`config.mk`:
```
export PLATFORM = sky130hd
export DESIGN_NAME = dmem_ctrl
export DESIGN_NICKNAME = d
export VERILOG_FILES = /design/src/rtl/dmem_ctrl_pkg.sv /design/src/rtl/dmem_ctrl_ld_extract.sv /design/src/rtl/dmem_ctrl.sv
export SDC_FILE = /design/constraint.sdc
export NUM_CORES = 1
export LEC_CHECK = 0
export ABC_AREA = 1
export CAP_MARGIN = 20
export CORE_MARGIN = 1
export CORE_UTILIZATION = 35
export DETAILED_ROUTE_END_ITERATION = 8
export PLACE_DENSITY = 0.8
export SLEW_MARGIN = 40
export SYNTH_ARGS = -nofsm -noshare
export SYNTH_HDL_FRONTEND = slang
export SYNTH_HIERARCHICAL = 1
export SYNTH_SLANG_ARGS = --single-unit
export TNS_END_PERCENT = 1
```
`constraint.sdc`:
```
create_clock -name clk -period 3.8 [get_ports clk]
set_input_delay 0.76 -clock clk [delete_from_list [all_inputs] [get_ports clk]]
set_output_delay 0.76 -clock clk [all_outputs]
set_load 0.01 [all_outputs]
```
`src/rtl/dmem_ctrl_pkg.sv`:
```
// -----------------------------------------------------------------------------
// dmem_ctrl_pkg
//   Shared definitions for the data-memory controller: MIPS load/store opcode
//   constants, FSM state encoding and small helpers for store lane placement
//   and alignment checks.
//
//   Configuration macro: DMEM_MISALIGN_EXC_EN (consumed by dmem_ctrl; the
//   helpers here are build-independent).
// -----------------------------------------------------------------------------
package dmem_ctrl_pkg;

  // MIPS I-type opcodes for the memory instructions.
  localparam logic [5:0] OP_LB  = 6'h20;
  localparam logic [5:0] OP_LH  = 6'h21;
  localparam logic [5:0] OP_LW  = 6'h23;
  localparam logic [5:0] OP_LBU = 6'h24;
  localparam logic [5:0] OP_LHU = 6'h25;
  localparam logic [5:0] OP_SB  = 6'h28;
  localparam logic [5:0] OP_SH  = 6'h29;
  localparam logic [5:0] OP_SW  = 6'h2B;

  typedef enum logic [1:0] {
    ST_IDLE = 2'd0,
    ST_WR   = 2'd1,
    ST_RD   = 2'd2,
    ST_RSP  = 2'd3
  } state_e;

  function automatic logic is_load(input logic [5:0] op);
    return op inside {OP_LB, OP_LH, OP_LW, OP_LBU, OP_LHU};
  endfunction

  function automatic logic is_store(input logic [5:0] op);
    return op inside {OP_SB, OP_SH, OP_SW};
  endfunction

  // Halfwords must sit on even addresses, words on multiples of four.
  function automatic logic access_misaligned(input logic [5:0] op, input logic [1:0] lo);
    case (op)
      OP_LH, OP_LHU, OP_SH: return lo[0];
      OP_LW, OP_SW:         return lo != 2'b00;
      default:              return 1'b0;
    endcase
  endfunction

  // Byte write enables for a store. Halfwords select their half with addr[1]
  // only, so a stray addr[0] never splits a halfword across lanes.
  function automatic logic [3:0] store_be(input logic [5:0] op, input logic [1:0] lo);
    case (op)
      OP_SB:   return 4'b0001 << lo;
      OP_SH:   return lo[1] ? 4'b1100 : 4'b0011;
      OP_SW:   return 4'b1111;
      default: return 4'b0000;
    endcase
  endfunction

  // Replicate right-aligned store data into every lane it could land in; the
  // byte enables pick the lane, so no shifter is needed.
  function automatic logic [31:0] store_lanes(input logic [5:0] op, input logic [31:0] w);
    case (op)
      OP_SB:   return {4{w[7:0]}};
      OP_SH:   return {2{w[15:0]}};
      default: return w;
    endcase
  endfunction

endpackage

```
`src/rtl/dmem_ctrl_ld_extract.sv`:
```
// -----------------------------------------------------------------------------
// dmem_ctrl_ld_extract
//   Purely combinational load formatter: picks the addressed byte/halfword out
//   of an SRAM word and zero- or sign-extends it to 32 bits.
//
//   Ports:
//     op_i    [5:0]  load opcode (lb/lh/lw/lbu/lhu; anything else passes through)
//     lane_i  [1:0]  byte address bits [1:0]
//     word_i  [31:0] raw SRAM word
//     data_o  [31:0] extended, right-aligned load result
// -----------------------------------------------------------------------------
module dmem_ctrl_ld_extract
  import dmem_ctrl_pkg::*;
(
  input  logic [5:0]  op_i,
  input  logic [1:0]  lane_i,
  input  logic [31:0] word_i,
  output logic [31:0] data_o
);

  logic [7:0]  byte_sel;
  logic [15:0] half_sel;

  always_comb begin
    // NOTE: every output of a combinational block gets a default first, so no
    // path through the case statements can leave a latch behind.
    byte_sel = word_i[7:0];
    case (lane_i)
      2'd1:    byte_sel = word_i[15:8];
      2'd2:    byte_sel = word_i[23:16];
      2'd3:    byte_sel = word_i[31:24];
      default: byte_sel = word_i[7:0];
    endcase

    // Halfword lane follows addr[1] only; addr[0] is don't-care here.
    half_sel = lane_i[1] ? word_i[31:16] : word_i[15:0];

    data_o = word_i;
    case (op_i)
      OP_LB:   data_o = {{24{byte_sel[7]}}, byte_sel};
      OP_LBU:  data_o = {24'h0, byte_sel};
      OP_LH:   data_o = {{16{half_sel[15]}}, half_sel};
      OP_LHU:  data_o = {16'h0, half_sel};
      default: data_o = word_i;
    endcase
  end

endmodule

```
`src/rtl/dmem_ctrl.sv`:
```
// -----------------------------------------------------------------------------
// dmem_ctrl
//   Data-memory responder for the MEM-stage load/store interface. Accepts one
//   request at a time, drives a single-port synchronous SRAM with per-byte
//   write enables and returns lane-extracted, extended load data.
//
//   Ports:
//     clk, rst          clock (rising edge), asynchronous active-high reset
//     req_i             request valid, sampled only while ready_o=1
//     op_i [5:0]        MIPS opcode (lb/lh/lw/lbu/lhu/sb/sh/sw)
//     addr_i [31:0]     byte address
//     wdata_i [31:0]    right-aligned store data
//     ready_o           controller idle, a request will be accepted
//     done_o            one-cycle completion pulse
//     rdata_o [31:0]    extended load result, held until the next load completes
//     exc_o             misaligned-access flag, valid with done_o
//     badaddr_o [31:0]  address of the last misaligned request
//     ram_en_o          SRAM cycle enable
//     ram_be_o [3:0]    byte write enables, 0 means read
//     ram_addr_o        SRAM word address
//     ram_wdata_o       lane-placed store data
//     ram_rdata_i       SRAM read data, valid the cycle after a read cycle
//
//   Configuration macro DMEM_MISALIGN_EXC_EN: when defined, misaligned
//   halfword/word requests complete without touching the SRAM and raise exc_o
//   with badaddr_o. When undefined, exc_o/badaddr_o are tied low and the low
//   address bits a halfword/word access does not need are ignored.
// -----------------------------------------------------------------------------
module dmem_ctrl
  import dmem_ctrl_pkg::*;
#(
  parameter int ADDR_W = 12
) (
  input  logic              clk,
  input  logic              rst,
  input  logic              req_i,
  input  logic [5:0]        op_i,
  input  logic [31:0]       addr_i,
  input  logic [31:0]       wdata_i,
  output logic              ready_o,
  output logic              done_o,
  output logic [31:0]       rdata_o,
  output logic              exc_o,
  output logic [31:0]       badaddr_o,
  output logic              ram_en_o,
  output logic [3:0]        ram_be_o,
  output logic [ADDR_W-1:0] ram_addr_o,
  output logic [31:0]       ram_wdata_o,
  input  logic [31:0]       ram_rdata_i
);

  state_e            state_q;
  logic [5:0]        op_q;
  logic [1:0]        lane_q;
  logic              done_q;
  logic [31:0]       rdata_q;
  logic              ram_en_q;
  logic [3:0]        ram_be_q;
  logic [ADDR_W-1:0] ram_addr_q;
  logic [31:0]       ram_wdata_q;

  logic              accept_d;
  logic              misaligned_d;
  logic [3:0]        be_d;
  logic [31:0]       wdata_d;
  logic [31:0]       ld_data_d;

  // Address bits above the SRAM range never select anything.
  logic              unused_addr_hi;
  assign unused_addr_hi = ^addr_i[31:ADDR_W+2];

  assign accept_d = req_i && (state_q == ST_IDLE);
  assign be_d     = store_be(op_i, addr_i[1:0]);
  assign wdata_d  = store_lanes(op_i, wdata_i);

  dmem_ctrl_ld_extract u_ld_extract (
    .op_i   (op_q),
    .lane_i (lane_q),
    .word_i (ram_rdata_i),
    .data_o (ld_data_d)
  );

`ifdef DMEM_MISALIGN_EXC_EN
  logic        exc_q;
  logic [31:0] badaddr_q;

  assign misaligned_d = access_misaligned(op_i, addr_i[1:0]);

  // A rejected misaligned request completes on the cycle after acceptance,
  // the same cycle the FSM raises done_q for it.
  always_ff @(posedge clk or posedge rst) begin
    if (rst) begin
      exc_q     <= 1'b0;
      badaddr_q <= 32'h0;
    end else begin
      exc_q <= accept_d && misaligned_d;
      if (accept_d && misaligned_d) badaddr_q <= addr_i;
    end
  end

  assign exc_o     = exc_q;
  assign badaddr_o = badaddr_q;
`else
  assign misaligned_d = 1'b0;
  assign exc_o        = 1'b0;
  assign badaddr_o    = 32'h0;
`endif

  always_ff @(posedge clk or posedge rst) begin
    if (rst) begin
      state_q     <= ST_IDLE;
      op_q        <= 6'h0;
      lane_q      <= 2'b00;
      done_q      <= 1'b0;
      rdata_q     <= 32'h0;
      ram_en_q    <= 1'b0;
      ram_be_q    <= 4'h0;
      ram_addr_q  <= '0;
      ram_wdata_q <= 32'h0;
    end else begin
      // NOTE: all state here uses non-blocking assignments so every register
      // samples pre-edge values, independent of statement order.
      // Pulses and SRAM strobes default low; each state raises what it needs.
      done_q   <= 1'b0;
      ram_en_q <= 1'b0;
      ram_be_q <= 4'h0;

      case (state_q)
        ST_IDLE: begin
          if (req_i) begin
            op_q   <= op_i;
            lane_q <= addr_i[1:0];
            if (is_store(op_i) && !misaligned_d) begin
              state_q     <= ST_WR;
              ram_en_q    <= 1'b1;
              ram_be_q    <= be_d;
              ram_addr_q  <= addr_i[ADDR_W+1:2];
              ram_wdata_q <= wdata_d;
            end else if (is_load(op_i) && !misaligned_d) begin
              state_q    <= ST_RD;
              ram_en_q   <= 1'b1;
              ram_addr_q <= addr_i[ADDR_W+1:2];
            end else begin
              // Unknown opcode or rejected misaligned access: complete
              // immediately, the SRAM is never touched.
              done_q <= 1'b1;
            end
          end
        end

        ST_WR: begin
          state_q <= ST_IDLE;
          done_q  <= 1'b1;
        end

        ST_RD: begin
          // The SRAM captured the read at this edge; its data appears next cycle.
          state_q <= ST_RSP;
        end

        ST_RSP: begin
          state_q <= ST_IDLE;
          rdata_q <= ld_data_d;
          done_q  <= 1'b1;
        end

        default: state_q <= ST_IDLE;
      endcase
    end
  end

  assign ready_o     = (state_q == ST_IDLE);
  assign done_o      = done_q;
  assign rdata_o     = rdata_q;
  assign ram_en_o    = ram_en_q;
  assign ram_be_o    = ram_be_q;
  assign ram_addr_o  = ram_addr_q;
  assign ram_wdata_o = ram_wdata_q;

endmodule

```
==> impl_summary.txt <==
----------------------------------------------------
[Placed design]
  DPL Wire Length ... roughly 10000 um
  Dpl cell area ... around 0.007 mm2
  PortBufs ... about 170
  Number of cells after detailed placement ... roughly 960
  Placer's final routability congestion estimate ... just under 0.9
  Pre-CTS setup slack ... about 1.2 ns

[Timing]
  Setup repair after global routing missed its margin ... no
  Number of setup violations in the final report ... 0
  Number of endpoints with negative hold slack in the final report ... 0
  Tmin final ... roughly 2.4 ns
  Clock Skew ... 0.0128 ns
  Headroom to the max-slew limit ... slightly above 50%
  Tcrit/Tclk final ... between 60% and 70%
  Final setup TNS ... 0 ns
  Slew at the pin closest to its max-slew limit ... between 0.7 and 0.8 ns
  Final slew viol count ... 0
  Crit path setup slack, layout ... around 1.4 ns
  Highest clock rate ... between 400 and 500 MHz
  Worst-case hold slack ... between 0.4 and 0.5 ns

[Cells and area]
  Finished Layout Cells ... 979
  Number of fillers in the final layout ... 1384
  Final net count ... roughly 900
  Layout Area Growth over Synthesis ... 36.1%
  Final instance area ... ~0.0072 mm2
  Commonest non-fill, non-tap cells in the layout ... sky130_fd_sc_hd__nand2_1 (222), sky130_fd_sc_hd__clkdlybuf4s50_1 (169), sky130_fd_sc_hd__dfrtp_1 (92), sky130_fd_sc_hd__nand3_1 (68)
  Final core occ ... around half
  Most frequent standard cell in the layout excluding fill and tap cells ... sky130_fd_sc_hd__nand2_1
  Count of antenna diodes in the layout ... 0
  Layout cells sized above 1 ... 13.0%

[Clock tree]
  Buffer count from post-CTS setup fixing ... 0
  CTS Hold Buffers Added ... 0
  Worst-path clk slew ... about 0.070 ns
  Bufs on Longest Clock Path ... 2
  Worst skew pair latency ... roughly 0.35 ns
  Number of clock sinks seen by CTS ... 92
  TritonCTS clock tree ... yes
  Number of H-tree levels ... 3
  Count of cells resized by post-cts repair ... 0
  Number of CTS-inserted buffers ... 9
  Buffer cell driving the clock tree root ... sky130_fd_sc_hd__clkbuf_16

[Global routing]
  Tot GR Track Use ... 18.9%
  GR Util met1 ... 23.5%
  Maximum number of pins on one net before global-route repair ... between 40 and 50
  Wire length of the first global-routing pass ... between 20000 and 25000 um
  Initial antenna violation count ... 0
  Met2 Track Usage GR ... a little under a third
  Global routing's busiest layer ... met2
  Vias in the first global route ... about 4500
  Total overflow reported by the global router ... 0
  Met3 Use GR ... between 6 and 7%

[Setup path]
  Capturing element of the worst setup path ... ready_o
  Critical Path Sink Type ... output pin
  Reg2Reg Launch Point ... lane_q[1]
  Count of cell instances traversed by the critical path ... 2
  Number of cells on the worst reg-to-reg path ... 8
  Max Fanout on Critical Path ... 17
  Worst setup SP type ... register
  Required time at the endpoint of the critical path ... just over 3 ns
  Minimum setup slack among reg-to-reg paths ... ~1.5 ns
  Worst path top cell family by delay ... buffers and inverters
  Crit-path slowest cell ... sky130_fd_sc_hd__clkdlybuf4s50_1
  Critical path buffers and inverters ... 1
  Critical path, cell by cell ... nor2_8, clkdlybuf4s50_1
  Critical R2R Capture ... rdata_o[15]
  Launching instance or port of the critical path ... state_q[1]
  Arrival time at the worst endpoint ... roughly 1.7 ns
  Critical path's largest stage delay ... ~0.59 ns
  Type of the worst setup path ... reg2out

[Run status]
  Violated checks ... DRC
  Result of the run ... complete, but fails checks

[Drt]
  Initial DRC Count ... 360
  DRC errors left ... 28
  Drt via density ... roughly 5
  Router iterations before antenna repair ... 7
  Wire length reported by the detailed router ... ~14000 um
  Remaining number of nets flagged by the antenna check after routing ... 0
  Average wire per cell in the routed design ... between 10 and 15 um
  Total vias in the final route ... ~4800

[Min path]
  Class of the most critical hold timing path ... reg2reg
  Hold path start ... ram_addr_o[3]

[Logic synthesis]
  Average cell area after synthesis ... roughly 8.3 um2
  Post-synthesis cell type count ... 34
  Post-synth EDFFs ... 0
  Number of synthesis warnings ... 6
  Async set-or-reset flop fraction in the synthesized netlist ... between 90% and 100%
  Synthesized instance count ... roughly 640
  Fraction of the yosys area taken by sequential cells ... roughly 44%
  Most used flip-flop cell after synthesis ... sky130_fd_sc_hd__dfrtp_1
  Synthesized flop and latch total ... slightly above 90
  Post-synthesis instance area ... roughly 0.0053 mm2

[Floorplan]
  Site Rows ... 44
  Number of placed I/O pins ... ~220
  Die Outline Area ... 0.0156 mm2
  Width of the chip ... 125 um
  Area of the placeable core ... approximately 0.015 mm2
  Initial cell density of the core ... 36.0%
  Die Y-Extent ... between 100 and 150 um

[Power and ir drop]
  Clock network power share ... between 20% and 30%
  Final total power ... approximately 4 mW
  Net switching power figure ... approximately 1.3 mW
  Sw frac ... between 30% and 40%
  Total internal power ... between 2 and 3 mW
  Static leakage ... 3.53 nW
  Power density normalized to cell area ... around 550 mW/mm2
  VDD IR-drop max ... ~0.25 mV
  Share of power burned in registers ... between 30% and 40%
  Combinational fraction of design power ... just under 40%

[Run]
  Max-cap viol count ... 0

----------------------------------------------------
==> final cells by class <==
| class | count | area [um2] | area share (%) |
|---|---|---|---|
| Clock buffer | 10 | 239 | 3.33 |
| Clock inverter | 6 | 48.8 | 0.679 |
| Inverter | 39 | 153 | 2.12 |
| Sequential cell | 92 | 2300 | 32.0 |
| Tap cell | 184 | 230 | 3.20 |
| Timing Repair Buffer | 173 | 1730 | 24.1 |
| Multi-Input combinational cell | 475 | 2480 | 34.5 |
==> synth_stat cells (all sizes together), types with 3 or more instances <==
library cell	instances	area (um2)
inv	39	151
nand2	229	887
clkbuf	4	16.3
or2	21	131
o211ai	3	36.3
dfrtp	92	2300
nand3	70	368
mux2	32	360
nand4	27	184
a21oi	5	25.0
nor2	20	148
buf	57	449
o21ai	34	200
==> power by group through the flow <==
stage               registers (mW)  logic (mW)  clock network, mW
floorplan                     1.61       0.672                  0
global placement              1.50        1.53                  0
detailed placement            1.50        1.56                  0
CTS                           1.49        1.57              0.902
global route                  1.54        1.69              0.951
finish                        1.49        1.56              0.885
==> worst min path at each step <==
| stage | depth (start not counted) | end | slack [ns] |
|---|---|---|---|
| 2_1_floorplan | 2 | op_q[5] | 0.47 |
| 3_3_place_gp | 2 | ram_addr_o[11] | 0.45 |
| 3_5_place_dp | 2 | ram_addr_o[3] | 0.46 |
| 4_1_cts | 2 | ram_addr_o[3] | 0.48 |
| 5_1_grt | 2 | ram_wdata_o[31] | 0.49 |
| 6_report | 2 | ram_addr_o[3] | 0.47 |
==> kinds of logic after synthesis <==
family / Yosys count / share of synthesized area (%)
mux: 32 / 6.83
simple gates: 368 / 32.9
flops: 92 / 43.6
compound gates: 42 / 4.95
other cells: 1 / 0.0710
buf+inv: 100 / 11.7
==> flip-flops by register name, indices dropped and copies added, names as in the netlist <==
register / count
ram_en_o: 1
op_q: 6
ram_wdata_o: 32
done_o: 1
lane_q: 2
ram_be_o: 4
rdata_o: 32
ram_addr_o: 12
state_q: 2
==> worst min-delay path, stage by stage, from the launching register on <==
cell and delay, ns:
sky130_fd_sc_hd__dfrtp_1 0.35, sky130_fd_sc_hd__nand2_1 0.05, sky130_fd_sc_hd__nand2_1 0.04
==> metal layers <==
metal / wire length, um / part of all wire, %
met1: 5980 / 41
met2: 6650 / 46
met3: 1530 / 11
met4: 314 / 2.2
met5: 0 / 0
(Power assumes the default switching activity.)
